## src/rtl/snake_plot_arbiter.sv

```systemverilog
// snake_plot_arbiter: owns the vga_adapter write port for the 160x120 snake
// display. Three single-pixel requesters (0 tail-erase, 1 head-draw, 2
// food-draw) share the port round-robin. A clear engine takes the port
// exclusively for one full raster sweep. All outputs are registered.
module snake_plot_arbiter #(
   parameter int         XMAX         = 160,
   parameter int         YMAX         = 120,
   parameter logic [2:0] CLEAR_COLOUR = 3'b000
) (
   input  logic        clk,
   input  logic        reset,
   input  logic        clear_start,
   input  logic [2:0]  req,
   input  logic [23:0] req_x,
   input  logic [20:0] req_y,
   input  logic [8:0]  req_colour,
   output logic [2:0]  gnt,
   output logic [7:0]  x_out,
   output logic [6:0]  y_out,
   output logic [2:0]  colour,
   output logic        plot,
   output logic        clear_busy,
   output logic        clear_done
);

   typedef enum logic {
      IDLE  = 1'b0,
      CLEAR = 1'b1
   } state_t;

   localparam logic [7:0] CX_LAST = 8'(XMAX - 1);
   localparam logic [6:0] CY_LAST = 7'(YMAX - 1);

   state_t     state_reg, state_next;
   logic [1:0] rr_ptr_reg, rr_ptr_next;
   logic [7:0] cx_reg, cx_next;
   logic [6:0] cy_reg, cy_next;

   logic [2:0] gnt_next;
   logic [7:0] x_next;
   logic [6:0] y_next;
   logic [2:0] colour_next;
   logic       plot_next;
   logic       busy_next;
   logic       done_next;

   // A requester granted last cycle is masked so it has time to drop req.
   logic [2:0] eligible;
   assign eligible = req & ~gnt;

   // Per-requester coordinate/colour slices; entry 3 is an unused pad so a
   // 2-bit index can never select outside the array.
   logic [7:0] slice_x      [4];
   logic [6:0] slice_y      [4];
   logic [2:0] slice_colour [4];

   // Scan slot k looks at requester (rr_ptr + k) mod 3.
   logic [1:0] slot_idx [3];
   logic [2:0] slot_hit;

   genvar gi;
   generate
      for (gi = 0; gi < 4; gi++) begin : g_slice
         if (gi < 3) begin : g_real
            assign slice_x[gi]      = req_x[8*gi +: 8];
            assign slice_y[gi]      = req_y[7*gi +: 7];
            assign slice_colour[gi] = req_colour[3*gi +: 3];
         end else begin : g_pad
            assign slice_x[gi]      = '0;
            assign slice_y[gi]      = '0;
            assign slice_colour[gi] = '0;
         end
      end

      for (gi = 0; gi < 3; gi++) begin : g_slot
         logic [2:0] sum;
         assign sum           = {1'b0, rr_ptr_reg} + 3'(gi);
         assign slot_idx[gi]  = (sum >= 3'd3) ? 2'(sum - 3'd3) : sum[1:0];
         assign slot_hit[gi]  = eligible[slot_idx[gi]];
      end
   endgenerate

   logic       any_hit;
   logic [1:0] win_idx;

   // First eligible requester in rotated priority order.
   always_comb begin
      any_hit = |slot_hit;
      win_idx = slot_idx[2];
      if (slot_hit[0])
         win_idx = slot_idx[0];
      else if (slot_hit[1])
         win_idx = slot_idx[1];
   end

   // Next-state and registered-output decode for the IDLE/CLEAR machine.
   always_comb begin
      state_next  = state_reg;
      rr_ptr_next = rr_ptr_reg;
      cx_next     = cx_reg;
      cy_next     = cy_reg;
      gnt_next    = 3'b000;
      plot_next   = 1'b0;
      x_next      = x_out;
      y_next      = y_out;
      colour_next = colour;
      busy_next   = 1'b0;
      done_next   = 1'b0;

      case (state_reg)
         IDLE: begin
            if (clear_start) begin
               // First sweep pixel (0,0) goes out on this very edge.
               x_next      = '0;
               y_next      = '0;
               colour_next = CLEAR_COLOUR;
               plot_next   = 1'b1;
               busy_next   = 1'b1;
               cx_next     = 8'd1;
               cy_next     = '0;
               state_next  = CLEAR;
            end else if (any_hit) begin
               gnt_next    = 3'b001 << win_idx;
               plot_next   = 1'b1;
               x_next      = slice_x[win_idx];
               y_next      = slice_y[win_idx];
               colour_next = slice_colour[win_idx];
               rr_ptr_next = (win_idx == 2'd2) ? 2'd0 : win_idx + 2'd1;
            end
         end

         CLEAR: begin
            x_next      = cx_reg;
            y_next      = cy_reg;
            colour_next = CLEAR_COLOUR;
            plot_next   = 1'b1;
            busy_next   = 1'b1;
            if (cx_reg == CX_LAST && cy_reg == CY_LAST) begin
               done_next  = 1'b1;
               cx_next    = '0;
               cy_next    = '0;
               state_next = IDLE;
            end else if (cx_reg == CX_LAST) begin
               cx_next = '0;
               cy_next = cy_reg + 7'd1;
            end else begin
               cx_next = cx_reg + 8'd1;
            end
         end

         default: state_next = IDLE;
      endcase
   end

   // State, pointer, sweep counters and output registers.
   always_ff @(posedge clk) begin
      if (reset) begin
         state_reg  <= IDLE;
         rr_ptr_reg <= '0;
         cx_reg     <= '0;
         cy_reg     <= '0;
         gnt        <= '0;
         x_out      <= '0;
         y_out      <= '0;
         colour     <= '0;
         plot       <= 1'b0;
         clear_busy <= 1'b0;
         clear_done <= 1'b0;
      end else begin
         state_reg  <= state_next;
         rr_ptr_reg <= rr_ptr_next;
         cx_reg     <= cx_next;
         cy_reg     <= cy_next;
         gnt        <= gnt_next;
         x_out      <= x_next;
         y_out      <= y_next;
         colour     <= colour_next;
         plot       <= plot_next;
         clear_busy <= busy_next;
         clear_done <= done_next;
      end
   end

endmodule

```

## config.mk

```make
export PLATFORM = sky130hd
export DESIGN_NAME = snake_plot_arbiter
export DESIGN_NICKNAME = d
export VERILOG_FILES = /design/src/rtl/snake_plot_arbiter.sv
export SDC_FILE = /design/constraint.sdc
export NUM_CORES = 1
export LEC_CHECK = 0
export CAP_MARGIN = 20
export CORE_MARGIN = 1
export CORE_UTILIZATION = 43
export CTS_BUF_LIST = sky130_fd_sc_hd__clkbuf_8
export DETAILED_ROUTE_END_ITERATION = 6
export PLACE_DENSITY_LB_ADDON = 0.15
export SLEW_MARGIN = 30
export SYNTH_ARGS = -nofsm -noshare
export SYNTH_HDL_FRONTEND = slang
export SYNTH_SLANG_ARGS = --single-unit
```

## constraint.sdc

```tcl
create_clock -name clk -period 2.19 [get_ports clk]
set_clock_uncertainty 0.2 [all_clocks]
set_input_delay 0.219 -clock clk [delete_from_list [all_inputs] [get_ports clk]]
set_output_delay 0.219 -clock clk [all_outputs]
set_load 0.02 [all_outputs]
```

; Word level (Yosys, flattened, before mapping)
; Index checks and enable logic that the tools add are counted.
[classes]
n_addsub = 8
order_cmp = 7
n_eq_ne = 6
shifts = 1
n_mux = 46
n_bitwise = 6
n_reduce_logical = 6
[ops]
columns = operator, n
row1 = two-way mux 8 bit, 7
row2 = two-way mux 7 bit, 7
row3 = case mux 8 bit (2 select lines), 2
row4 = case mux 7 bit (2 select lines), 2
row5 = binary-select mux 8 bit (select 2 bit), 1
row6 = binary-select mux 7 bit (select 2 bit), 1
row7 = two-way mux 2 bit, 6
row8 = two-way mux 3 bit, 4
row9 = less-than comparator 2 x 3 -> 1 bit (second input constant), 3
row10 = adder 8 x 1 -> 8 bit (second input constant), 1
row11 = equality test 8 bit (second input constant), 1
row12 = two-way mux 1 bit, 8
row13 = adder 7 x 1 -> 7 bit (second input constant), 1
row14 = equality test 7 bit (second input constant), 1
row15 = binary-select mux 1 bit (select 2 bit), 3
row16 = binary-select mux 3 bit (select 2 bit), 1
row17 = >= comparator 3 x 2 -> 1 bit (second input constant), 2
row18 = case mux 1 bit (2 select lines), 3
row19 = case mux 3 bit (2 select lines), 1
row20 = subtractor 2 bit (second input constant), 3
row21 = OR reduction 4 bit, 1
row22 = adder 2 x 1 -> 3 bit (second input constant), 1
row23 = adder 2 x 2 -> 3 bit (second input constant), 1
row24 = AND 3 bit, 1
row25 = other kinds (16), 18
[word_totals]
reg_bits = 42
inputBits = 60
out_inout_bits = 24
word_cells = 91

; Depth between registers and ports, before layout
[logic_depth]
depth_word = 14
mapped_depth = 11
mapped_depth_nobuf = 8

; Worst setup path before layout
; OpenSTA, ideal clock, no wires.
[synth_timing]
kind = reg-to-reg
start = reg rr_ptr_reg[0]
end = reg y_out[2]
setup_time_ns = 0.156
t_arrival_ns = 1.976
t_required_ns = 1.834
setup_slack_ns = -0.141
stages_incl_launch_ff = 11
n_path_buf = 2
cell_sequence = dfxtp_1 inv_1 ha_1 nor3b_1 a32oi_1 or2_1 and3_1 buf_4 buf_12 a22oi_2 a311oi_2
[synth_between]
elab_chain_cells = 14
word_cells_on_any_way = 28
[synth_lines]
columns = item, line_no
row1 = "start, declared", 35  ; logic [1:0] rr_ptr_reg, rr_ptr_next;
row2 = "start signal, assigned", 171  ; rr_ptr_reg <= rr_ptr_next;
row3 = adder 2 x 1 -> 3 bit, 77  ; assign sum = {1'b0, rr_ptr_reg} + 3'(gi);
row4 = >= comparator 3 x 2 -> 1 bit / subtractor 2 bit (equally long branches), 78  ; assign slot_idx[gi] = (sum >= 3'd3) ? 2'(sum - 3'd3) : sum[1:0];
row5 = two-way mux 2 bit, 78
row6 = binary-select mux 1 bit (select 2 bit), 79  ; assign slot_hit[gi] = eligible[slot_idx[gi]];
row7 = two-way mux 1 bit (implied by the code), 79
row8 = two-way mux 2 bit, 92  ; else if (slot_hit[1])
row9 = two-way mux 2 bit, 90  ; if (slot_hit[0])
row10 = inverter 2 -> 3 bit (implied by the code), 126  ; y_next = slice_y[win_idx];
row11 = binary-select mux 7 bit (select 2 bit), 126
row12 = two-way mux 7 bit (implied by the code) (2 in a row), 126
row13 = two-way mux 7 bit, 122  ; end else if (any_hit) begin
row14 = two-way mux 7 bit, 112  ; if (clear_start) begin
row15 = case mux 7 bit (2 select lines), 110  ; case (state_reg)
row16 = "end signal, assigned", 176  ; y_out <= y_next;
row17 = "end, declared", 19  ; output logic [6:0] y_out,
; Parallel ways exist; a longest one is shown, timed or not. The select of a mux whose other input is x is not followed.
; A chain may end at the register's enable or synchronous reset.

; Worst setup path after layout
[layout_timing]
start = reg rr_ptr_reg[1]
end = reg x_out[4]
[layout_between]
elab_chain_cells = 14
word_cells_on_any_way = 28
[layout_lines]
columns = item, line_no
row1 = adder 2 x 1 -> 3 bit, 77
row2 = >= comparator 3 x 2 -> 1 bit / subtractor 2 bit (equally long branches), 78
row3 = two-way mux 2 bit, 78
row4 = binary-select mux 1 bit (select 2 bit), 79
row5 = two-way mux 1 bit (implied by the code), 79
row6 = two-way mux 2 bit, 92
row7 = two-way mux 2 bit, 90
row8 = inverter 2 -> 3 bit (implied by the code), 125  ; x_next = slice_x[win_idx];
row9 = binary-select mux 8 bit (select 2 bit), 125
row10 = two-way mux 8 bit (implied by the code) (2 in a row), 125
row11 = two-way mux 8 bit, 122
row12 = two-way mux 8 bit, 112
row13 = case mux 8 bit (2 select lines), 110
row14 = "end signal, assigned", 175  ; x_out <= x_next;
row15 = "end, declared", 18  ; output logic [7:0] x_out,
; Parallel ways exist; a longest one is shown, timed or not. The select of a mux whose other input is x is not followed.

==> results.json <==
{
  "area_growth_pct": 56.3,
  "synth_top_cell_by_area": "dfxtp_1",
  "coreArea_sq_um": 5610,
  "crit_path_start_kind": "flop",
  "yosysMostFrequentCell": "dfxtp_1",
  "r2r_end": "x_out[4]",
  "violations": "setup timing",
  "status": "finished with violations",
  "fmax_mhz": 427,
  "wl_per_cell_microns": 16.7,
  "p_int_mw": 1.52,
  "grt_max_degree": 31,
  "fin_ws_ns": -0.152,
  "insertion_delay_ns": 0.30,
  "drtAntennaViolNets": 0,
  "post-route-period-util_pct": 107,
  "yosys_warnings": 0,
  "syn-cell-area_sq_um": 2540,
  "hp-class": "reg2reg",
  "route.detailed.drc": 0,
  "rrSetupSlack_ns": -0.15,
  "synth_nets": 353,
  "dieArea_sq_um": 6210,
  "cp_max_fo": 13,
  "routed_wirelength_microns": 7750,
  "io_pins": 84,
  "synthArstFlopShare_pct": 0,
  "cts_made_buffers": 5,
  "hold_viol": 0,
  "final_util_pct": 70.7,
  "fin_tns_setup_ns": -2.10,
  "gp_congestion": 0.909,
  "critPathLaunch": "rr_ptr_reg[1]",
  "synth_top_area_share_pct": 33.2,
  "ys_seq_elements": 42,
  "irDropWorstVdd_mv": 0.331,
  "yosysSeqAreaShare_pct": 33.2,
  "yosysUniqueCellTypes": 58,
  "drt-pass1-iter-count": 4,
  "grt_pass1_vias": 2486,
  "dieWidth_microns": 78.8,
  "arrival_ns": 2.31,
  "synth.area.top_cells": "dfxtp_1 33%, nor2_1 5.5%, a311oi_2 5.3%",
  "nNetsFinal": 455,
  "cts_tree": "built",
  "r2r.worst_path.cells": 9,
  "synth_cells": 288,
  "via_per_inst": 5.72,
  "vias": 2647,
  "fin_crit_ns": 2.34,
  "slew_headroom_pct": 76.3,
  "synth-edff-count": 0,
  "cts_buffer_depth": 2,
  "crit_top_cell": "buf_6",
  "tightest_slew_ns": 0.355,
  "comb_power_share_pct": 40.4,
  "crit_chain": "buf_6 > ha_4 > nor3b_4 > a32oi_2 > o21ai_2 > buf_6 > mux2_2 > nand3_1 > a311oi_2",
  "drt_iter0_drc": 158,
  "maxCapViolCount": 0,
  "p_seq_share_pct": 37.7,
  "initial_core_util_pct": 45.2,
  "htreeDepth": 2,
  "final_max_slew_viol_count": 0,
  "grt_first_pass_wirelength_microns": 12300,
  "clkTransAtPathRegs_ns": 0.08,
  "grt_usage_pct": 25.6,
  "drive_gt1_share_pct": 28.4,
  "required_ns": 2.16,
  "diodes": 0,
  "cts.sinks": 42,
  "dp_hpwl_microns": 5630,
  "antenna_found_initial": 0,
  "whs_path_depth": 2,
  "port_buffers": 83,
  "ctsHoldBuffers": 0,
  "power_density_nw_per_um2": 566,
  "num_rows": 27,
  "r2r_start": "rr_ptr_reg[1]",
  "setup_viol": 20,
  "grt-ovfl-total": 0,
  "crit_family": "compound AO/OA/AOI/OAI gates",
  "die_y_microns": 78.8,
  "worstSetupPathType": "reg2reg",
  "max_stage_delay_ns": 0.36,
  "crit_cells": 9,
  "power.share.switching_pct": 32.2,
  "crit_end": "x_out[4]",
  "cts-root-buf": "clkbuf_8",
  "syn-mean-instance-area_sq_um": 8.81,
  "cp-end-kind": "flop",
  "p_leak_nw": 1.44,
  "path_buf_inv": 2,
  "p_sw_mw": 0.724,
  "rsz0062_at_grt": "yes",
  "synthFlopType": "dfxtp_1",
  "synth.cells.most_frequent": "42 x dfxtp_1, 37 x nor2_1, 20 x nand3_1",
  "pwr-share-clk_pct": 21.9,
  "critPathSlowestCell": "mux2_2"
}
==> tightest hold or removal path, stage by stage (launching register included) <==
cell and delay (ns):
dfxtp_1 0.31, nor2_1 0.09, a311oi_1 0.05
==> layer usage <==
layer | part of all wire (%) | wire length (microns) | track usage, % | vias up
li1 | - | - | - | 1291
met1 | 47 | 3630 | 36.1 | 1248
met2 | 45 | 3520 | 40.3 | 104
met3 | 7.4 | 571 | 5.63 | 4
met4 | 0.46 | 36 | 4.44 | 0
met5 | 0 | 0 | 0 | -
==> cells by family (layout without fill, tap and decap cells) <==
family / count (synthesis) / in the layout / synth area share, %
AO/OA/AOI/OAI: 84 / 84 / 28.1
adder cells (fa/ha/maj): 5 / 5 / 2.47
buffers and inverters: 29 / 132 / 5.82
flip-flops: 42 / 42 / 33.2
multiplexers: 18 / 18 / 7.84
AND/OR/NAND/NOR: 110 / 110 / 22.6
==> layout make-up <==
type	count	area [sq um]
multi-input combinational	217	1760
fill	447	1640
timing repair buffer	117	1160
sequential	42	846
tap	72	90.1
clock buffer	5	68.8
inverter	7	26.3
clock inverter	3	17.5
==> stage by stage <==
stage                     hold slack [ns]  worst slack, ns  cell area (sq um)  instances  power [mW]
after CTS                           0.304           -0.153               3890        463        2.23
after global placement              0.279           -0.345               3640        453        1.64
after global routing                0.316           -0.235               3970        463        2.36
after floorplan                     0.158          -0.0952               2580        288        1.31
final                               0.297           -0.152               3970        463        2.24
after detailed placement            0.285           -0.387               3640        453        1.65
==> placed cells by master, fill, tap and decap left out, drive strengths merged, types with 4 or more instances in the layout <==
cell type / instances
a21oi: 17
a221o: 4
a22oi: 15
a311oi: 18
and3: 5
buf: 34
clkbuf: 5
clkdlybuf4s50: 83
dfxtp: 42
ha: 5
inv: 8
mux2: 15
nand2: 14
nand2b: 5
nand3: 20
nor2: 37
o21ai: 13
==> repair_timing <==
action                     CTS  global route
setup endpoints to repair   21            26
buffers inserted             2             0
gates resized for setup     32            16
gates cloned                 1             0
pin swaps                   14             3
==> worst min path at each step <==
stage	slack (ns)	to	startpoint
3_5_place_dp	0.28	colour[1]	colour[1]
5_1_grt	0.32	colour[1]	colour[1]
4_1_cts	0.30	y_out[5]	y_out[5]
3_3_place_gp	0.28	colour[2]	colour[2]
6_report	0.30	y_out[5]	y_out[5]
2_1_floorplan	0.16	colour[0]	req_colour[6]
==> power groups by stage <==
| stage | Sequential [mW] | Combinational (mW) | Clock [mW] |
|---|---|---|---|
| after floorplan | 0.912 | 0.398 | 0 |
| after global placement | 0.863 | 0.773 | 0 |
| after detailed placement | 0.864 | 0.786 | 0 |
| after CTS | 0.847 | 0.873 | 0.507 |
| after global routing | 0.853 | 0.960 | 0.548 |
| final | 0.847 | 0.906 | 0.491 |
Note: power is estimated with default switching activity, not from simulation.
